**src/rtl/raster_cmd_processor.sv**
```systemverilog
// raster_cmd_processor: queued command engine driving framebuffer pixel
// writes (CLEAR / FILL_RECT) and palette updates (SET_PALETTE).
// Optional build macro RASTER_CLIP_EN: out-of-range FILL_RECT corners are
// clamped to the framebuffer edge instead of being rejected with an error.
module raster_cmd_processor #(
    parameter int RESOLUTION_X   = 400,
    parameter int RESOLUTION_Y   = 300,
    parameter int PALETTE_LENGTH = 256,
    parameter int COLOR_BITS     = 12,
    parameter int CMD_FIFO_DEPTH = 4,
    localparam int XW = $clog2(RESOLUTION_X),
    localparam int YW = $clog2(RESOLUTION_Y),
    localparam int IW = $clog2(PALETTE_LENGTH)
) (
    input  logic                  clk_i,
    input  logic                  reset_ni,
    input  logic [31:0]           control_i,
    output logic [31:0]           status_o,
    input  logic                  cmd_valid_i,
    output logic                  cmd_ready_o,
    input  logic [1:0]            cmd_op_i,
    input  logic [XW-1:0]         cmd_x0_i,
    input  logic [XW-1:0]         cmd_x1_i,
    input  logic [YW-1:0]         cmd_y0_i,
    input  logic [YW-1:0]         cmd_y1_i,
    input  logic [IW-1:0]         cmd_index_i,
    input  logic [COLOR_BITS-1:0] cmd_color_i,
    output logic [XW-1:0]         fb_wr_x_o,
    output logic [YW-1:0]         fb_wr_y_o,
    output logic [IW-1:0]         fb_wr_index_o,
    output logic                  fb_wr_en_o,
    input  logic                  fb_wr_ready_i,
    output logic [IW-1:0]         palette_wr_index_o,
    output logic [COLOR_BITS-1:0] palette_wr_color_o,
    output logic                  palette_wr_en_o
);

    localparam int AW = $clog2(CMD_FIFO_DEPTH);

    localparam logic [1:0] OP_CLEAR = 2'd1;
    localparam logic [1:0] OP_FILL  = 2'd2;
    localparam logic [1:0] OP_PAL   = 2'd3;

    localparam logic [1:0] S_IDLE    = 2'd0;
    localparam logic [1:0] S_RASTER  = 2'd1;
    localparam logic [1:0] S_PALETTE = 2'd2;

    localparam logic [XW-1:0] X_LAST   = XW'(RESOLUTION_X - 1);
    localparam logic [YW-1:0] Y_LAST   = YW'(RESOLUTION_Y - 1);
    localparam logic [AW:0]   FULL_CNT = (AW + 1)'(CMD_FIFO_DEPTH);

    typedef struct packed {
        logic [1:0]            op;
        logic [XW-1:0]         x0;
        logic [XW-1:0]         x1;
        logic [YW-1:0]         y0;
        logic [YW-1:0]         y1;
        logic [IW-1:0]         idx;
        logic [COLOR_BITS-1:0] color;
    } cmd_t;

    cmd_t                  mem_q [CMD_FIFO_DEPTH];
    cmd_t                  cmd_in;
    cmd_t                  head;
    logic [AW-1:0]         wptr_q, rptr_q;
    logic [AW:0]           count_q;
    logic                  full, abort, push, pop;

    logic [1:0]            state_q, state_d;
    logic [XW-1:0]         x_q, x_d, xmin_q, xmin_d, xmax_q, xmax_d;
    logic [YW-1:0]         y_q, y_d, ymin_q, ymin_d, ymax_q, ymax_d;
    logic [IW-1:0]         fill_q, fill_d, pal_idx_q, pal_idx_d;
    logic [COLOR_BITS-1:0] pal_col_q, pal_col_d;
    logic                  error_q, error_d, err_set;

    logic [XW-1:0]         rx0, rx1, rx_lo, rx_hi;
    logic [YW-1:0]         ry0, ry1, ry_lo, ry_hi;
    logic                  rect_oob;
    logic                  unused_ctrl;

    assign unused_ctrl = ^control_i[31:2];

    assign abort       = control_i[0];
    assign full        = (count_q == FULL_CNT);
    assign cmd_ready_o = reset_ni & ~full & ~abort;
    assign push        = cmd_valid_i & cmd_ready_o;
    assign pop         = (state_q == S_IDLE) && (count_q != '0) && !abort;
    assign cmd_in      = {cmd_op_i, cmd_x0_i, cmd_x1_i, cmd_y0_i, cmd_y1_i,
                          cmd_index_i, cmd_color_i};
    assign head        = mem_q[rptr_q];

    // FIFO storage: write the accepted command at the tail
    always_ff @(posedge clk_i) begin
        if (push) mem_q[wptr_q] <= cmd_in;
    end

    // FIFO pointers and occupancy; abort flushes everything
    always_ff @(posedge clk_i or negedge reset_ni) begin
        if (!reset_ni) begin
            wptr_q  <= '0;
            rptr_q  <= '0;
            count_q <= '0;
        end else if (abort) begin
            wptr_q  <= '0;
            rptr_q  <= '0;
            count_q <= '0;
        end else begin
            if (push) wptr_q <= wptr_q + AW'(1);
            if (pop)  rptr_q <= rptr_q + AW'(1);
            count_q <= count_q + (AW + 1)'(push) - (AW + 1)'(pop);
        end
    end

    // Normalise the head FILL_RECT: clamp or flag range, then order corners
    always_comb begin
        rx0      = head.x0;
        rx1      = head.x1;
        ry0      = head.y0;
        ry1      = head.y1;
        rect_oob = 1'b0;
`ifdef RASTER_CLIP_EN
        if (rx0 > X_LAST) rx0 = X_LAST;
        if (rx1 > X_LAST) rx1 = X_LAST;
        if (ry0 > Y_LAST) ry0 = Y_LAST;
        if (ry1 > Y_LAST) ry1 = Y_LAST;
`else
        rect_oob = (head.x0 > X_LAST) || (head.x1 > X_LAST) ||
                   (head.y0 > Y_LAST) || (head.y1 > Y_LAST);
`endif
        rx_lo = (rx0 < rx1) ? rx0 : rx1;
        rx_hi = (rx0 < rx1) ? rx1 : rx0;
        ry_lo = (ry0 < ry1) ? ry0 : ry1;
        ry_hi = (ry0 < ry1) ? ry1 : ry0;
    end

    // Command sequencer: dispatch popped commands and walk the raster
    always_comb begin
        state_d   = state_q;
        x_d       = x_q;
        y_d       = y_q;
        xmin_d    = xmin_q;
        xmax_d    = xmax_q;
        ymin_d    = ymin_q;
        ymax_d    = ymax_q;
        fill_d    = fill_q;
        pal_idx_d = pal_idx_q;
        pal_col_d = pal_col_q;
        err_set   = 1'b0;
        case (state_q)
            S_IDLE: begin
                if (pop) begin
                    case (head.op)
                        OP_CLEAR: begin
                            xmin_d  = '0;
                            xmax_d  = X_LAST;
                            ymin_d  = '0;
                            ymax_d  = Y_LAST;
                            x_d     = '0;
                            y_d     = '0;
                            fill_d  = head.idx;
                            state_d = S_RASTER;
                        end
                        OP_FILL: begin
                            if (rect_oob) begin
                                err_set = 1'b1;
                            end else begin
                                xmin_d  = rx_lo;
                                xmax_d  = rx_hi;
                                ymin_d  = ry_lo;
                                ymax_d  = ry_hi;
                                x_d     = rx_lo;
                                y_d     = ry_lo;
                                fill_d  = head.idx;
                                state_d = S_RASTER;
                            end
                        end
                        OP_PAL: begin
                            pal_idx_d = head.idx;
                            pal_col_d = head.color;
                            state_d   = S_PALETTE;
                        end
                        default: ;
                    endcase
                end
            end
            S_RASTER: begin
                if (fb_wr_ready_i) begin
                    if (x_q == xmax_q) begin
                        x_d = xmin_q;
                        if (y_q == ymax_q) state_d = S_IDLE;
                        else               y_d     = y_q + YW'(1);
                    end else begin
                        x_d = x_q + XW'(1);
                    end
                end
            end
            S_PALETTE: state_d = S_IDLE;
            default:   state_d = S_IDLE;
        endcase
        if (abort) state_d = S_IDLE;

        error_d = error_q;
        if (control_i[1]) error_d = 1'b0;
        if (err_set)      error_d = 1'b1;
    end

    // Sequencer state registers
    always_ff @(posedge clk_i or negedge reset_ni) begin
        if (!reset_ni) begin
            state_q   <= S_IDLE;
            x_q       <= '0;
            y_q       <= '0;
            xmin_q    <= '0;
            xmax_q    <= '0;
            ymin_q    <= '0;
            ymax_q    <= '0;
            fill_q    <= '0;
            pal_idx_q <= '0;
            pal_col_q <= '0;
            error_q   <= 1'b0;
        end else begin
            state_q   <= state_d;
            x_q       <= x_d;
            y_q       <= y_d;
            xmin_q    <= xmin_d;
            xmax_q    <= xmax_d;
            ymin_q    <= ymin_d;
            ymax_q    <= ymax_d;
            fill_q    <= fill_d;
            pal_idx_q <= pal_idx_d;
            pal_col_q <= pal_col_d;
            error_q   <= error_d;
        end
    end

    assign fb_wr_en_o         = (state_q == S_RASTER);
    assign fb_wr_x_o          = x_q;
    assign fb_wr_y_o          = y_q;
    assign fb_wr_index_o      = fill_q;
    assign palette_wr_en_o    = (state_q == S_PALETTE);
    assign palette_wr_index_o = pal_idx_q;
    assign palette_wr_color_o = pal_col_q;

    assign status_o = {16'h0, 8'(count_q), 5'h0, full, error_q,
                       (state_q != S_IDLE) || (count_q != '0)};

endmodule

```
**config.mk**
```make
export PLATFORM = sky130hd
export DESIGN_NAME = raster_cmd_processor
export DESIGN_NICKNAME = d
export VERILOG_FILES = /design/src/rtl/raster_cmd_processor.sv
export SDC_FILE = /design/constraint.sdc
export NUM_CORES = 1
export LEC_CHECK = 0
export BUFFER_PORTS_ARGS = -buffer_cell sky130_fd_sc_hd__buf_2
export CAP_MARGIN = 5
export CELL_PAD_IN_SITES_DETAIL_PLACEMENT = 1
export CELL_PAD_IN_SITES_GLOBAL_PLACEMENT = 1
export CORE_AREA = 2 2 197 199
export DETAILED_ROUTE_END_ITERATION = 16
export DIE_AREA = 0 0 199 201
export PLACE_DENSITY = 0.74
export SKIP_LAST_GASP = 1
export SLEW_MARGIN = 0
export SYNTH_ARGS = -nofsm -noshare
export SYNTH_HDL_FRONTEND = slang
export SYNTH_SLANG_ARGS = --single-unit
export TNS_END_PERCENT = 5
```
**constraint.sdc**
```tcl
create_clock -name clk_i -period 5.3 [get_ports clk_i]
set_input_delay 1.325 -clock clk_i [delete_from_list [all_inputs] [get_ports clk_i]]
set_output_delay 1.325 -clock clk_i [all_outputs]
set_load 0.01 [all_outputs]
```
==> results of run 1 <==
metal layers:
layer | vias to the layer above | track usage (%) | routed length [microns]
li1 | 3387 | - | -
met1 | 3876 | 20.2 | 12800
met2 | 143 | 26.2 | 15200
met3 | 61 | 3.21 | 1440
met4 | 14 | 5.04 | 712
met5 | - | 0 | 92
registers in the layout (all words and copies together), names as in the netlist, 3 cells and up:
signal / flops
palette_wr_index_o: 8
count_q: 3
xmax_q: 9
fb_wr_y_o: 9
palette_wr_color_o: 12
ymax_q: 9
xmin_q: 9
fb_wr_index_o: 8
mem_q: 232
fb_wr_x_o: 9
layout make-up:
cell class                      instances  share of cell area, %
Clock inverter                         20                   1.76
Tap cell                              518                   4.12
Multi-Input combinational cell        445                   25.9
Sequential cell                       315                   57.5
Timing Repair Buffer                  134                   4.77
Clock buffer                           38                   5.29
Inverter                               27                  0.644
Antenna cell                            3                 0.0477
per-stage QoR:
| stage | hold WS, ps | instance area, sq um | worst slack (ps) | power, W | util [%] |
|---|---|---|---|---|---|
| CTS | 480 | 15700 | 1040 | 0.00825 | 41.3 |
| floorplan | 446 | 13600 | 1320 | 0.00511 | - |
| global placement | 459 | 14600 | 1140 | 0.00578 | 38.4 |
| detailed placement | 464 | 14600 | 1070 | 0.00586 | 38.4 |
| global route | 498 | 15700 | 866 | 0.00860 | 41.3 |
| finish | 473 | 15700 | 1140 | 0.00815 | 41.3 |
Yosys cell counts, drive strengths merged, types with 8 or more instances:
cell type / n
xor2: 9
a21oi: 20
a22o: 9
inv: 27
o22a: 9
nand2: 52
nand3: 12
buf: 51
xnor2: 19
o21ai: 19
dfrtp: 83
clkbuf: 14
nor2: 35
mux4: 58
nor2b: 9
mux2i: 29
nor3: 8
mux2: 35
edfxtp: 232
ha: 24
and3: 12
worst reg2reg max path, stage by stage, from the launching register on:
cell	delay, ps
dfrtp_4	750
mux4_2	660
nor2b_1	500
nand2_1	270
and4bb_1	790
or2b_1	820
nor2_1	130
a21oi_1	160
kinds of logic (layout without fill, tap and decap cells):
family,count (synthesis),after routing,share of synthesized area [%]
DFF,315,315,66.8
and+or+nand+nor,150,150,5.57
muxes,122,122,14.8
AOI/OAI and AO/OA,94,94,4.77
buffers and inverters,92,219,3.90
xor gates and xnor gates,28,28,1.81
adders and majority gates,25,25,2.37
other,1,29,0.0277
where the power goes:
group / total [W] / switching [W] / internal (W)
Combinational: 0.00253 / 0.00137 / 0.00116
Clock: 0.00236 / 0.000942 / 0.00141
Sequential: 0.00326 / 0.000311 / 0.00295
path summary, 6_finish.rpt:
| check | from | end | slack, ps |
|---|---|---|---|
| max | rptr_q[0]$_DFFE_PN0P_ | ymax_q[8]$_DFFE_PN0P_ | 1140 |
| min | xmin_q[1]$_DFFE_PN0P_ | xmin_q[1]$_DFFE_PN0P_ | 470 |
| max reg2reg | rptr_q[0]$_DFFE_PN0P_ | ymax_q[8]$_DFFE_PN0P_ | 1140 |
| min reg2reg | xmin_q[1]$_DFFE_PN0P_ | xmin_q[1]$_DFFE_PN0P_ | 470 |
| max in group asynchronous | reset_ni | rptr_q[0]$_DFFE_PN0P_ | 3470 |
| min in group asynchronous | reset_ni | palette_wr_index_o[1]$_DFFE_PN0P_ | 690 |
==> qor.csv, run 1 <==
metric,value,unit
status,completed,
first-pass GRT wire length,47900,microns
Pwr Density,518,nW/um^2
clk sink count,315,
Final Cycle Share,78.4,%
worst-case clock buffer depth,3,
Final setup viols,0,
"Arr. time, crit path",4650,ps
Syn Inst Count,827,
Core Footprint,38100,sq um
Total Routed Length,30300,microns
synth unique cells,59,
Synth Area per Inst,16.4,sq um
htree depth,1,
min cycle time layout,4160,ps
YS warnings,0,
largest net degree at the start of global routing,59,
sequential area share after synthesis,66.8,%
first drt pass iteration count,4,
unrepaired setup endpoints after global routing,no,
critical-path cell list,mux4_2 -> nor2b_1 -> nand2_1 -> and4bb_1 -> or2b_1 -> nor2_1 -> a21oi_1,
critical path depth,7,
P_leak,5.98,nW
Multi-input gate area,4070,sq um
clk_lat worst skew,570,ps
initial antenna violation count,11,
ys flop type,edfxtp_1,
final net count,1073,
Synth area leader,edfxtp_1,
CTS tree,built,
Worst Skew,12.1,ps
CP bufs+invs,0,
"delay-heaviest family, CP",simple AND/OR/NAND/NOR gates,
number of synthesized register bits,315,
Setup crit start kind,register,
# IOs,175,
peak supply drop,0.231,mV
CP max stage cell,or2b_1,
grt ovf,0,
WP data required,5790,ps
Setup CP Type,reg -> reg,
port bufs,118,
register area,9050,sq um
die width,199,microns
root buf cell,clkbuf_16,
Final GP Congestion,0.827,
MaxCap Viol Count,0,
synthesized cell area,13500,sq um
Fill cells,3828,
Setup crit end kind,register,
TritonCTS buffer count,31,
"EDFF count, synth",232,
vias per inst,4.99,
Max stage delay on crit path,820,ps
die area,40000,sq um
number of global-route vias before repair,8171,
GRT Total Usage,15.6,%
HPWL after DPL,20200,microns
final max-slew violation count,0,
height of the die,201,microns
Rel. slew slack,36.6,%
WL per Instance,20.2,microns
final hold viol count,0,
post-route setup TNS,0,ps
share of Yosys cell area claimed by the top area cell type,51.4,%
most frequent cells in the layout,"edfxtp_1, buf_2, dfrtp_1, mux4_2, nand2_1",
PostCTS Resize Cnt,0,
DRT iter0 DRCs,454,
Initial Util,35.5,%
# Post-CTS Setup Buffers,0,
cell total after placement,1439,
total vias in the final route,7481,
worst-margin pin slew,951,ps
synthesis-to-finish area growth,16.2,%
R2R cell count,7,
Min-Delay Path Class,reg -> reg,
achievable frequency,241,MHz
post-route ant nets,0,
top post-synthesis cells by area,"edfxtp_1, dfrtp_1, mux4_2",
CP max FO,25,
"most common cell after layout, fill and taps aside",edfxtp_1,
floorplan row count,72,
final non-filler cell total,1500,
Worst-path clk slew,60,ps
hold_buf cts,0,
share of layout cells above drive strength 1,29.7,%
drt drc,0,
Hold Crit Depth,2,
fraction of registers with async set/reset,26.3,%
No activity file was read; power rests on OpenSTA's default activity.
==> run 2, diff against run 1 <==
Settings changed: PLACE_DENSITY 0.74 to 0.76.
Clock period 5.3 ns to 3.5 ns, I/O delays scaled along.
==> run 2 against run 1 <==
Against the previous run:
- utilization is 0.95 points higher
- global-route usage is 0.57 points higher
- count of clock-buffer cells in the layout is 2 lower
- routed wire length is 5.1% higher
- maximum frequency is 21% higher
- critical path depth is 7 higher
- critical path type unchanged
- total power is 56% higher
- register-to-register slack worse by 1100 ps
==> qor.csv, run 2 (same netlist as run 1, synthesis figures left out) <==
metric,value,unit,change
CP max stage cell,dfrtp_4,,
TritonCTS buffer count,31,,unchanged
die area,40000,sq um,unchanged
cell total after placement,1474,,+2.4%
unrepaired setup endpoints after global routing,yes,,
clk_lat worst skew,560,ps,about the same
hold slack final,332,ps,-141 ps
"most common cell after layout, fill and taps aside",edfxtp_1,,
vias per inst,4.94,,-1.0%
register area,9050,sq um,unchanged
most frequent cells in the layout,"edfxtp_1, buf_2, dfrtp_1, mux4_2",,
port bufs,118,,unchanged
critical-path cell list,buf_6 -> buf_4 -> mux4_2 -> inv_1 -> ha_1 -> or4_4 -> a221oi_2 -> a21oi_2 -> nor2_4 -> buf_6 -> buf_4 -> mux2i_2 -> o22a_1 -> o21ai_1,,
critical path depth,14,,+7
Final Util,42.3,%,+0.95 points
achievable frequency,291,MHz,+21%
CP bufs+invs,5,,+5
initial antenna violation count,14,,+3
final hold viol count,0,,unchanged
Setup crit end kind,register,,
Worst-path clk slew,70,ps,about the same
Final setup viols,0,,unchanged
total power,0.0127,W,+56%
Seq pwr share,38.2,%,-1.8 points
"delay-heaviest family, CP",buffers and inverters,,
Multi-input gate area,4130,sq um,+1.4%
Largest Register,mem_q,,
number of global-route vias before repair,8528,,+4.4%
R2R cell count,14,,+7
status,completed,,
dpl cell area,14900,sq um,+2.2%
WL per Instance,20.5,microns,+1.6%
first-pass GRT wire length,50000,microns,+4.3%
Min-Delay Path Class,in -> async,,
CP max FO,6,,-76%
Clk pwr share,25.3,%,-3.6 points
GRT Total Usage,16.2,%,+0.57 points
combinational share of power,36.5,%,+5.4 points
synthesis-to-finish area growth,18.9,%,
Setup CP Type,reg -> reg,,
largest net degree at the start of global routing,59,,unchanged
WP data required,3920,ps,-1870 ps
height of the die,201,microns,unchanged
CTS tree,built,,
HPWL after DPL,21700,microns,+7.9%
Worst Skew,14.2,ps,+2.11 ps
hold_buf cts,0,,unchanged
# IOs,175,,unchanged
Max stage delay on crit path,540,ps,-280 ps
htree depth,1,,unchanged
net switching power,0.00414,W,+58%
min cycle time layout,3430,ps,-726 ps
Int Pwr,0.00856,W,+55%
MaxCap Viol Count,0,,unchanged
final max-slew violation count,0,,unchanged
peak supply drop,0.330,mV,+42%
Final GP Congestion,0.811,,-1.9%
Core Footprint,38100,sq um,unchanged
switching share of power,32.6,%,+0.40 points
Total Routed Length,31900,microns,+5.1%
Initial Util,35.5,%,unchanged
floorplan row count,72,,unchanged
P_leak,6.13,nW,+2.5%
final net count,1118,,+4.2%
Fill cells,3860,,+0.84%
max reg flops,232,,unchanged
drt drc,0,,unchanged
"Arr. time, crit path",3850,ps,-800 ps
final instance area,16100,sq um,+2.3%
Pwr Density,789,nW/um^2,+52%
total vias in the final route,7660,,+2.4%
post-route ant nets,0,,unchanged
root buf cell,clkbuf_16,,
worst-margin pin slew,835,ps,-116 ps
DRT iter0 DRCs,483,,+6.4%
clk sink count,315,,unchanged
worst-case clock buffer depth,3,,unchanged
die width,199,microns,unchanged
share of layout cells above drive strength 1,33.3,%,+3.6 points
Rel. slew slack,44.1,%,+7.5 points
Setup crit start kind,register,,
first drt pass iteration count,4,,unchanged
Final Cycle Share,98.0,%,+20 points
final non-filler cell total,1552,,+3.5%
grt ovf,0,,unchanged
## run 2: changes by cell type in the layout (fill, tap and decap cells not counted), sizes merged
| cell | change |
|---|---|
| buf | +45 |
| bufinv | -3 |
| clkbuf | -2 |
| clkinv | +2 |
| clkinvlp | +3 |
| diode | +8 |
| inv | -1 |
## run 2: final timing paths
check,startpoint,endpoint,slack (ps)
max in group asynchronous,reset_ni,rptr_q[0]$_DFFE_PN0P_,1990
worst max-delay path,rptr_q[0]$_DFFE_PN0P_,fb_wr_x_o[2]$_DFFE_PN0P_,70
worst max register to register,rptr_q[0]$_DFFE_PN0P_,fb_wr_x_o[2]$_DFFE_PN0P_,70
worst min-delay path,reset_ni,count_q[2]$_DFF_PN0_,330
worst min register to register,fb_wr_index_o[2]$_DFFE_PN0P_,fb_wr_index_o[2]$_DFFE_PN0P_,480
min in group clk_i,fb_wr_index_o[2]$_DFFE_PN0P_,fb_wr_index_o[2]$_DFFE_PN0P_,480
## run 2: metal layers
layer	vias to the layer above	routed length, microns	track usage (%)
met5	-	48	0
met4	8	893	5.84
met3	64	1500	3.53
met2	166	15500	26.7
met1	3934	13900	20.9
li1	3488	-	-
## run 2: power groups by stage
| stage | combinational [W] | clock [W] | sequential, W |
|---|---|---|---|
| global placement | 0.00420 | 0 | 0.00492 |
| global route | 0.00504 | 0.00343 | 0.00492 |
| floorplan | 0.00282 | 0 | 0.00492 |
| CTS | 0.00458 | 0.00329 | 0.00486 |
| detailed placement | 0.00436 | 0 | 0.00495 |
| finish | 0.00463 | 0.00322 | 0.00485 |
## run 2: what timing repair did
| action | 4_1_cts | 5_1_grt |
|---|---|---|
| resized for setup | 8 | 10 |
| gates cloned | 0 | 0 |
| setup endpoints to repair | 10 | 21 |
| pin swaps | 2 | 4 |
| buffers inserted | 8 | 2 |
## run 2: area by class of cell
cell class | count | area share (%)
clock inverter | 21 | 1.17
tap | 518 | 4.03
inverter | 27 | 0.629
timing repair buffer | 179 | 7.22
sequential | 315 | 56.2
multi-input combinational | 445 | 25.7
antenna | 11 | 0.171
clock buffer | 36 | 4.93
## run 2: metrics by stage
step                worst slack [ps]  TNS (ps)
global placement                38.7         0
floorplan                      -27.9     -4960
CTS                             29.3         0
finish                          68.5         0
global route                   -53.1      -427
detailed placement             -92.9      -429
